===== src/rtl/bit_img_pkg.sv =====
// Shared types and constants for binary-image detector blocks.
//   COORD_W        : pixel coordinate width (x and y)
//   CNT_W          : set-pixel counter width
//   COORD_SENTINEL : start value for working minima, so the first hit always wins
//   bbox_t         : min/max bounding box
//   on_border()    : true when (x,y) lies on the outline of a box
package bit_img_pkg;

    localparam int COORD_W = 11;
    localparam int CNT_W   = 22;

    localparam logic [COORD_W-1:0] COORD_SENTINEL = 11'd2047;
    localparam logic [CNT_W-1:0]   CNT_MAX        = 22'h3FFFFF;

    typedef struct packed {
        logic [COORD_W-1:0] xmin;
        logic [COORD_W-1:0] xmax;
        logic [COORD_W-1:0] ymin;
        logic [COORD_W-1:0] ymax;
    } bbox_t;

    localparam bbox_t BBOX_INIT = '{xmin: COORD_SENTINEL, xmax: '0,
                                    ymin: COORD_SENTINEL, ymax: '0};
    localparam bbox_t BBOX_ZERO = '0;

    function automatic logic on_border(input bbox_t b,
                                       input logic [COORD_W-1:0] x,
                                       input logic [COORD_W-1:0] y);
        logic in_x, in_y;
        in_x = (x >= b.xmin) && (x <= b.xmax);
        in_y = (y >= b.ymin) && (y <= b.ymax);
        return (((y == b.ymin) || (y == b.ymax)) && in_x) ||
               (((x == b.xmin) || (x == b.xmax)) && in_y);
    endfunction

endpackage


===== src/rtl/bit_pixel_coord_counter.sv =====
// Pixel coordinate tracker for a vsync/href video stream.
//   clk, rst_n   : pixel clock, async active-low reset
//   vsync, href  : input frame / line valid
//   x, y         : coordinates of the pixel currently on the inputs (0-based)
//   vsync_dly    : vsync delayed one cycle
//   href_dly     : href delayed one cycle
//   frame_start  : vsync rising edge, qualified (see below)
//   frame_end    : vsync falling edge (raw)
module bit_pixel_coord_counter
    import bit_img_pkg::*;
(
    input  logic               clk,
    input  logic               rst_n,
    input  logic               vsync,
    input  logic               href,
    output logic [COORD_W-1:0] x,
    output logic [COORD_W-1:0] y,
    output logic               vsync_dly,
    output logic               href_dly,
    output logic               frame_start,
    output logic               frame_end
);

    logic               vsync_q, vsync_d;
    logic               href_q, href_d;
    logic               seen_low_q, seen_low_d;
    logic [COORD_W-1:0] x_q, x_d;
    logic [COORD_W-1:0] y_q, y_d;
    logic               href_fall;

    always_comb begin
        vsync_d    = vsync;
        href_d     = href;
        // After reset vsync_q reads 0 even if the frame is already running;
        // a rise only counts once vsync has actually been seen low.
        seen_low_d = seen_low_q | ~vsync;
        href_fall  = href_q & ~href;

        // Counters saturate so an over-long line/frame can never wrap back
        // into the active window.
        x_d = x_q;
        if (!href)
            x_d = '0;
        else if (x_q != '1)
            x_d = x_q + 1'b1;

        y_d = y_q;
        if (!vsync)
            y_d = '0;
        else if (href_fall && (y_q != '1))
            y_d = y_q + 1'b1;
    end

    always_ff @(posedge clk or negedge rst_n) begin
        if (!rst_n) begin
            vsync_q    <= 1'b0;
            href_q     <= 1'b0;
            seen_low_q <= 1'b0;
            x_q        <= '0;
            y_q        <= '0;
        end else begin
            vsync_q    <= vsync_d;
            href_q     <= href_d;
            seen_low_q <= seen_low_d;
            x_q        <= x_d;
            y_q        <= y_d;
        end
    end

    assign x           = x_q;
    assign y           = y_q;
    assign vsync_dly   = vsync_q;
    assign href_dly    = href_q;
    assign frame_start = vsync & ~vsync_q & seen_low_q;
    assign frame_end   = ~vsync & vsync_q;

endmodule


===== src/rtl/bit_bbox_detector.sv =====
// Bounding-box detector for a binary image stream, with box overlay.
//   clk, rst_n                    : pixel clock, async active-low reset
//   per_frame_vsync/href/img_Bit  : input video (Bit 1 = target)
//   post_frame_vsync/href         : input timing delayed one cycle
//   post_img_Bit                  : delayed pixel OR outline of last frame's box
//   box_xmin/xmax/ymin/ymax       : bounding box of last completed frame
//   pixel_count                   : set pixels in last completed frame
//   box_valid                     : pixel_count >= MIN_PIXELS
//   frame_done                    : one-cycle pulse when results update
module bit_bbox_detector
    import bit_img_pkg::*;
#(
    parameter logic [COORD_W-1:0] IMG_HDISP  = 11'd640,
    parameter logic [COORD_W-1:0] IMG_VDISP  = 11'd480,
    parameter logic [CNT_W-1:0]   MIN_PIXELS = 22'd16
) (
    input  logic               clk,
    input  logic               rst_n,
    input  logic               per_frame_vsync,
    input  logic               per_frame_href,
    input  logic               per_img_Bit,
    output logic               post_frame_vsync,
    output logic               post_frame_href,
    output logic               post_img_Bit,
    output logic [COORD_W-1:0] box_xmin,
    output logic [COORD_W-1:0] box_xmax,
    output logic [COORD_W-1:0] box_ymin,
    output logic [COORD_W-1:0] box_ymax,
    output logic [CNT_W-1:0]   pixel_count,
    output logic               box_valid,
    output logic               frame_done
);

    logic [COORD_W-1:0] x, y;
    logic               vsync_dly, href_dly, frame_start, frame_end;

    bit_pixel_coord_counter u_coord (
        .clk         (clk),
        .rst_n       (rst_n),
        .vsync       (per_frame_vsync),
        .href        (per_frame_href),
        .x           (x),
        .y           (y),
        .vsync_dly   (vsync_dly),
        .href_dly    (href_dly),
        .frame_start (frame_start),
        .frame_end   (frame_end)
    );

    bbox_t            work_q, work_d, box_q, box_d, base;
    logic [CNT_W-1:0] work_cnt_q, work_cnt_d, base_cnt;
    logic [CNT_W-1:0] count_q, count_d;
    logic             valid_q, valid_d;
    logic             done_q, done_d;
    logic             active_q, active_d;
    logic             bit_q, bit_d;
    logic             border_q, border_d;
    logic             pix_hit, latch;

    always_comb begin
        // A frame is only tracked from a qualified rise; anything in flight
        // when reset released is ignored until the next full frame.
        pix_hit = per_frame_vsync & per_frame_href & per_img_Bit &
                  (x < IMG_HDISP) & (y < IMG_VDISP) & (active_q | frame_start);

        // On the rise cycle, start from fresh values so a pixel in that very
        // cycle still lands in the new frame.
        base     = frame_start ? BBOX_INIT : work_q;
        base_cnt = frame_start ? '0 : work_cnt_q;

        work_d     = base;
        work_cnt_d = base_cnt;
        if (pix_hit) begin
            if (x < base.xmin) work_d.xmin = x;
            if (x > base.xmax) work_d.xmax = x;
            if (y < base.ymin) work_d.ymin = y;
            if (y > base.ymax) work_d.ymax = y;
            if (base_cnt != CNT_MAX) work_cnt_d = base_cnt + 1'b1;
        end

        active_d = active_q;
        if (frame_start)
            active_d = 1'b1;
        else if (frame_end)
            active_d = 1'b0;

        latch   = frame_end & active_q;
        box_d   = box_q;
        count_d = count_q;
        valid_d = valid_q;
        if (latch) begin
            box_d   = (work_cnt_q == '0) ? BBOX_ZERO : work_q;
            count_d = work_cnt_q;
            valid_d = (work_cnt_q >= MIN_PIXELS);
        end
        done_d = latch;

        // Latching only happens in vertical blank, so box_q is stable for the
        // whole active frame and the overlay always shows the previous frame.
        bit_d    = per_img_Bit;
        border_d = per_frame_vsync & per_frame_href & valid_q & on_border(box_q, x, y);
    end

    always_ff @(posedge clk or negedge rst_n) begin
        if (!rst_n) begin
            work_q     <= BBOX_ZERO;
            work_cnt_q <= '0;
            box_q      <= BBOX_ZERO;
            count_q    <= '0;
            valid_q    <= 1'b0;
            done_q     <= 1'b0;
            active_q   <= 1'b0;
            bit_q      <= 1'b0;
            border_q   <= 1'b0;
        end else begin
            work_q     <= work_d;
            work_cnt_q <= work_cnt_d;
            box_q      <= box_d;
            count_q    <= count_d;
            valid_q    <= valid_d;
            done_q     <= done_d;
            active_q   <= active_d;
            bit_q      <= bit_d;
            border_q   <= border_d;
        end
    end

    assign post_frame_vsync = vsync_dly;
    assign post_frame_href  = href_dly;
    assign post_img_Bit     = href_dly & (bit_q | border_q);
    assign box_xmin         = box_q.xmin;
    assign box_xmax         = box_q.xmax;
    assign box_ymin         = box_q.ymin;
    assign box_ymax         = box_q.ymax;
    assign pixel_count      = count_q;
    assign box_valid        = valid_q;
    assign frame_done       = done_q;

endmodule

===== config.mk =====
export PLATFORM = sky130hd
export DESIGN_NAME = bit_bbox_detector
export DESIGN_NICKNAME = d
export VERILOG_FILES = /design/src/rtl/bit_img_pkg.sv /design/src/rtl/bit_pixel_coord_counter.sv /design/src/rtl/bit_bbox_detector.sv
export SDC_FILE = /design/constraint.sdc
export NUM_CORES = 1
export LEC_CHECK = 0
export ABC_AREA = 0
export CORE_UTILIZATION = 63
export DETAILED_ROUTE_END_ITERATION = 8
export PLACE_DENSITY_LB_ADDON = 0.3
export SYNTH_ARGS = -nofsm -noshare
export SYNTH_HDL_FRONTEND = slang
export SYNTH_SLANG_ARGS = --single-unit
export TNS_END_PERCENT = 1

===== constraint.sdc =====
create_clock -name clk -period 4.85 [get_ports clk]
set_input_delay 1.455 -clock clk [delete_from_list [all_inputs] [get_ports clk]]
set_output_delay 1.455 -clock clk [all_outputs]
set_load 0.005 [all_outputs]

# == After elaboration in Yosys (flattened, before gate mapping) ==
# Index checks and enable logic that the tools add are counted.
# classes
add_sub_neg,3
n_lt_le_gt_ge,11
n_eq_ne,9
n_mux,16
bitwise,19
reduce_logical,10
# op_table
op,n
$mux 44,3
$mux 11,8
$mux 22,3
$eq 11x11->1,4
$add 11x1->11 const B,2
$add 22x1->22 const B,1
$ge 11x11->1,2
$ge 22x5->1 const B,1
$gt 11x11->1,2
$le 11x11->1,2
$logic_not 22->1,1
$lt 11x11->1,2
$ne 11x11->1 const B,2
$ne 22x22->1 const B,1
$and 1x1->1,13
$lt 11x10->1 const B,1
$lt 11x9->1 const B,1
$logic_and 1x1->1,5
$ne 2x1->1 const B,2
$logic_or 1x1->1,3
$not 1->1,3
$or 1x1->1,3
$mux 1,2
$reduce_bool 2->1,1
# word_totals
regBits,162
output_inout_bits,71
elab_cells,88

# == Depth between registers and ports, before layout ==
# Gate-level depths: netlist of run 1.
# logic_depth
word_depth,7
ltp_mapped,11

# == Modules after synthesis ==
# From an unflattened synthesis of run 1, not the netlist that was laid out.
# unflattened
hier_cells,850
hier_area_um2,8943.6
# by_module_without_submodules
module,instances,cells_each,area_each_um2,seq_area_each_um2
bit_bbox_detector,1,724,7694.9,3428.3
bit_pixel_coord_counter,1,126,1248.7,625.6

# == Least setup slack after synthesis of run 1 ==
# No wires, ideal clock.
# synth_timing
path_kind,in2reg
start,input per_frame_vsync
end,register work_q[22] (netlist name)
setup_time_ns,0.125
t_arrival_ns,3.637
required_time_ns,4.725
setup_slack_ns,1.087
cell_stages,11
path_buffers,3
path_cell_list,nand3b_1 buf_2 clkbuf_1 nand2_1 ha_1 and3_1 nand4_1 o21bai_1 a311o_1 buf_6 mux2_4
# synth_lines
item,line_no,source
"start, declared",bit_bbox_detector.sv:19,"input logic per_frame_vsync,"
"end signal, assigned",bit_bbox_detector.sv:116,work_q <= work_d;
"end, declared",bit_bbox_detector.sv:50,"bbox_t work_q, work_d, box_q, box_d, base;"

==> results of run 1 <==
report_power, final:
group / internal [mW] / leakage [nW] / total, mW / switching [mW]
registers: 1.44 / 2.15 / 1.52 / 0.0814
logic: 0.259 / 2.58 / 0.517 / 0.259
clock network: 0.830 / 0.292 / 1.40 / 0.566
placed cells by master (no fill, tap or decap), types with 4 or more instances in the layout:
cell,count
dfrtp_1,162
a31oi_1,5
xnor2_1,17
nor3_1,9
or3_1,8
nand4_1,22
inv_1,67
a21o_1,7
nand3b_1,4
and3_1,10
clkbuf_16,17
nand3_1,26
nor4_1,9
mux2_2,23
mux2i_1,38
clkdlybuf4s50_1,74
nor2b_1,13
o21a_1,6
o31ai_1,10
or4_1,9
buf_4,12
and2_1,22
o211ai_1,4
a211oi_1,8
a21oi_1,36
nand2_1,56
a22o_1,44
ha_1,89
nor2_1,46
and4_1,8
inv_6,4
o21ai_0,27
kinds of logic (layout without fill, tap and decap cells):
| family | Yosys count | in the layout | synth area share, % |
|---|---|---|---|
| flip-flops | 162 | 162 | 44.9 |
| multiplexers | 62 | 62 | 7.25 |
| XOR/XNOR | 18 | 18 | 1.75 |
| AO/OA/AOI/OAI | 173 | 173 | 13.7 |
| AND/OR/NAND/NOR | 255 | 255 | 15.5 |
| adder cells (fa/ha/maj) | 89 | 89 | 12.3 |
| buffers and inverters | 97 | 186 | 4.59 |
critical path: stages:
cell,delay (ns)
clkdlybuf4s50_1,0.42
buf_4,0.20
nand3b_1,0.12
buf_4,0.19
nand2_1,0.09
ha_1,0.30
and3_1,0.19
nand4_1,0.13
o21bai_1,0.19
a311o_1,0.58
mux2_4,0.37
registers in the layout, indices dropped and copies added (netlist names):
signal	cells
active_q	1
bit_q	1
border_q	1
box_valid	1
box_xmax	11
box_xmin	11
box_ymax	11
box_ymin	11
frame_done	1
pixel_count	22
u_coord.href_dly	1
u_coord.seen_low_q	1
u_coord.vsync_dly	1
u_coord.x	11
u_coord.y	11
work_cnt_q	22
work_q	44
cell type report:
class	instances	area [sq um]
Clock buffer	18	439
Clock inverter	13	173
Timing Repair Buffer	88	862
Sequential cell	162	4050
Fill cell	936	3360
Multi-Input combinational cell	597	4570
Inverter	67	251
Tap cell	180	225
cells in the mapped netlist, types with 17 or more instances:
cell,number,area [sq um]
a21oi_1,36,180
a22o_1,44,385
and2_1,22,138
dfrtp_1,162,4050
ha_1,89,1110
inv_1,67,251
mux2_2,23,259
mux2i_1,38,380
nand2_1,56,210
nand3_1,26,130
nand4_1,22,138
nor2_1,46,173
o21ai_0,27,135
xnor2_1,17,149
metrics by stage:
step / setup WS (ns) / instances
final: 0.916 / 1125
after global routing: 0.770 / 1125
after CTS: 0.968 / 1125
after detailed placement: 0.526 / 1094
after global placement: 0.600 / 1094
after floorplan: 1.09 / 856
how the worst min path moves through the flow:
| stage | from | endpoint | slack (ns) |
|---|---|---|---|
| final | work_q[23]$_DFF_PN0_ | box_xmax[1]$_DFFE_PN0P_ | 0.50 |
| after global routing | work_q[12]$_DFF_PN0_ | box_ymin[1]$_DFFE_PN0P_ | 0.51 |
| after CTS | work_q[23]$_DFF_PN0_ | box_xmax[1]$_DFFE_PN0P_ | 0.50 |
| after detailed placement | work_q[23]$_DFF_PN0_ | box_xmax[1]$_DFFE_PN0P_ | 0.48 |
| after global placement | pixel_count[12]$_DFFE_PN0P_ | pixel_count[12]$_DFFE_PN0P_ | 0.47 |
| after floorplan | work_q[22]$_DFF_PN0_ | box_xmax[0]$_DFFE_PN0P_ | 0.46 |
metal layers:
metal	up-vias	routed length [um]	track usage [%]
li1	3284	-	-
met1	3538	9590	43.0
met2	281	10400	50.5
met3	60	1470	7.49
met4	0	631	13.5
met5	-	0	0
==> out/qor.yml, run 1 <==
run_status:
  outcome: "completed"
synthesis:
  ys_ff_latch: 162
  synth_warnings: 0
  synth_fp_nets: 950
  synth.cell_area_sq_um: 9030
  yosysSeqAreaShare_pct: 44.9
  synth.distinct_cells: 61
  synth_top_flop_cell: "dfrtp_1"
  syn_area_per_cell_sq_um: 10.5
  async_flop_share_pct: 100
  syn_inst: 856
  synth_edf_count: 0
finish:
  n_antenna_cell: 0
  fin_util_pct: 75.9
  layout-drive-gt1-share_pct: 8.47
  fin_area_sq_um: 10600
  area_delta_synth_final_pct: 17.1
  nets: 1027
die:
  start_util_pct: 64.8
  ios: 76
  die_h_um: 122
  die_area_sq_um: 14800
  num_rows: 43
  die_x_um: 122
  coreArea_sq_um: 13900
sta:
  finalCriticalPeriod_ns: 3.93
  whs_ns: 0.498
  slew_headroom_pct: 32.1
  rsz0062_at_grt: "false"
  maxSlewViolCount: 0
  hold_viol_final: 0
  tightest_slew_ns: 1.01
  min_period_over_period_pct: 81.1
  tns_ns: 0
  fmax_mhz: 254
  skew_ns: 0.0109
  setup_violations: 0
global_routing:
  track_usage_pct: 32.2
  antenna_found_initial: 0
  grt_remaining_overflow: 0
  first_global_vias: 7209
  grt_max_degree: 102
  grt_pass1_wl_um: 36500
hold_path:
  min_path_cells: 1
  hp-class: "register to register"
detailed_routing:
  drc_errors: 0
  routed_wl_um: 22100
  vias_per_cell: 6.37
  routedWlPerCell_um: 19.7
  drtAntennaViolNets: 0
  num_vias: 7163
  first_pass_iters: 5
  drt_iter0_drc: 758
cts:
  h-tree-depth: 4
  cts_made_buffers: 17
  insertion_delay_ns: 0.43
  cts_setup_buffers: 0
  clk_pin_slew_ns: 0.06
  cts_tree: "built"
  cts_buffer_depth: 2
  cts-resized-gates: 0
  clock_sink_count: 162
  cts-root-buf: "clkbuf_16"
  hold_buffers: 0
worst_setup_path:
  cp-startpoint: "per_frame_vsync"
  reg2reg_slack_ns: 2.02
  crit_path_end: "work_q[22]$_DFF_PN0_"
  cp-end-kind: "register"
  criticalPathCategory: "primary input to register"
  crit_required_ns: 5.16
  start_kind: "primary input"
  arrival_ns: 4.25
  cp_max_fo: 18
  r2r_cells: 10
  r2r-start: "u_coord.vsync_dly$_DFF_PN0_"
  reg2reg_to: "work_q[17]$_DFF_PN0_"
pwr:
  finalPower_mw: 3.43
  powerDensity_nw_per_um2: 325
  irDropWorstVdd_mv: 0.254
  p_leak_nw: 5.02
run:
  drv_cap: 0
placed_design:
  io_buffer_count: 75
  place_area_sq_um: 9960
  dp_hpwl_um: 15500
  gp_congestion: 0.925
(Power assumes the default switching activity.)
==> inputs of run 2 (changes only) <==
Settings changed: CORE_UTILIZATION 63 to 59.
Clock period 4.85 ns to 4 ns, I/O delays scaled along.
==> out/qor.yml, run 2 (synthesized netlist as in run 1, its figures left out) <==
finish:
  n_fill_cell: 1054
  fin_util_pct: 72.6
  nets: 1033
  instances_no_fill: 1136
  area_delta_synth_final_pct: 18.6
  seq_area_sq_um: 4050
  regMostFlops: "work_q"
  final_cell_mix: "162 x dfrtp_1, 89 x ha_1, 74 x clkdlybuf4s50_1"
  final_common_cell: "dfrtp_1"
  largest_register_ffs: 44
  n_antenna_cell: 0
  layout-drive-gt1-share_pct: 8.72
  fin_area_sq_um: 10700
  multi_input_area_sq_um: 4570
detailed_routing:
  vias_per_cell: 6.28
  num_vias: 7129
  drtAntennaViolNets: 0
  routedWlPerCell_um: 19.6
  routed_wl_um: 22200
  drt_iter0_drc: 612
  first_pass_iters: 5
  drc_errors: 0
cts:
  clk_pin_slew_ns: 0.06
  cts_setup_buffers: 0
  cts-root-buf: "clkbuf_16"
  cts-resized-gates: 0
  cts_made_buffers: 17
  clock_sink_count: 162
  h-tree-depth: 4
  hold_buffers: 0
  cts_buffer_depth: 2
  insertion_delay_ns: 0.43
  cts_tree: "built"
die:
  ios: 76
  die_x_um: 126
  die_area_sq_um: 15800
  start_util_pct: 61.2
  die_h_um: 126
  num_rows: 44
  coreArea_sq_um: 14800
worst_setup_path:
  crit_required_ns: 4.31
  cpPeakStageDelay_ns: 0.49
  cp_slowest_cell: "clkdlybuf4s50_1"
  criticalPathCategory: "primary input to register"
  arrival_ns: 3.88
  start_kind: "primary input"
  cp-end-kind: "register"
  cp_max_fo: 30
  cp_cell_sequence: "clkdlybuf4s50_1 > nand3b_1 > buf_12 > nand2_1 > ha_1 > and3_1 > nand4_1 > o21bai_1 > a311o_1 > buf_4 > mux2i_1"
  crit_buf_inv: 3
  reg2reg_slack_ns: 1.25
  cp_top_family: "buffers and inverters"
run_status:
  outcome: "completed"
sta:
  whs_ns: 0.488
  rsz0062_at_grt: "false"
  layout_setup_ws_ns: 0.430
  min_period_over_period_pct: 89.3
  skew_ns: 0.00795
  fmax_mhz: 280
  tightest_slew_ns: 0.851
  slew_headroom_pct: 42.7
  tns_ns: 0
  maxSlewViolCount: 0
  hold_viol_final: 0
  finalCriticalPeriod_ns: 3.57
  setup_violations: 0
pwr:
  finalPower_mw: 4.28
  irDropWorstVdd_mv: 0.302
  powerDensity_nw_per_um2: 400
  p_leak_nw: 5.08
placed_design:
  place_area_sq_um: 10100
  io_buffer_count: 75
  place_ws_ns: 0.0652
  gp_congestion: 0.913
  dp_cells: 1104
  dp_hpwl_um: 15400
hold_path:
  hp-class: "register to register"
global_routing:
  track_usage_pct: 30.1
  grt_max_degree: 77
  grt_pass1_wl_um: 37200
  grt_remaining_overflow: 0
  first_global_vias: 7189
  antenna_found_initial: 0
run:
  drv_cap: 0
[run 2: routing by layer]
layer	track usage (%)	vias to the layer above	part of all wire, %	wire [um]
met5	0	-	0	0
met4	8.68	0	1.5	336
met3	5.78	29	5.8	1280
met2	49.0	249	48	10700
met1	41.2	3559	45	9890
li1	-	3292	-	-
[run 2: area by class of cell]
type | instances | area share (%)
tap | 184 | 2.15
clock inverter | 9 | 1.66
clock buffer | 23 | 4.37
multi-input combinational | 597 | 42.7
sequential | 162 | 37.9
timing repair buffer | 94 | 8.94
inverter | 67 | 2.35
[run 2: worst paths after layout]
check | start | endpoint | cells after the start
setup / recovery | per_frame_vsync | work_q[25]$_DFF_PN0_ | 11
hold / removal | work_q[26]$_DFF_PN0_ | box_xmax[4]$_DFFE_PN0P_ | 1
setup reg to reg | u_coord.vsync_dly$_DFF_PN0_ | work_q[25]$_DFF_PN0_ | 10
hold reg to reg | work_q[26]$_DFF_PN0_ | box_xmax[4]$_DFFE_PN0P_ | 1
max in group asynchronous | rst_n | work_q[24]$_DFF_PN0_ | 2
min in group asynchronous | rst_n | box_ymin[3]$_DFFE_PN0P_ | 1
[run 2: where the power goes]
group          total [mW]  internal (mW)  switching [mW]  leakage [nW]
Combinational       0.639          0.321           0.318          2.63
Clock                1.79           1.14           0.654         0.304
Sequential           1.85           1.75           0.102          2.15
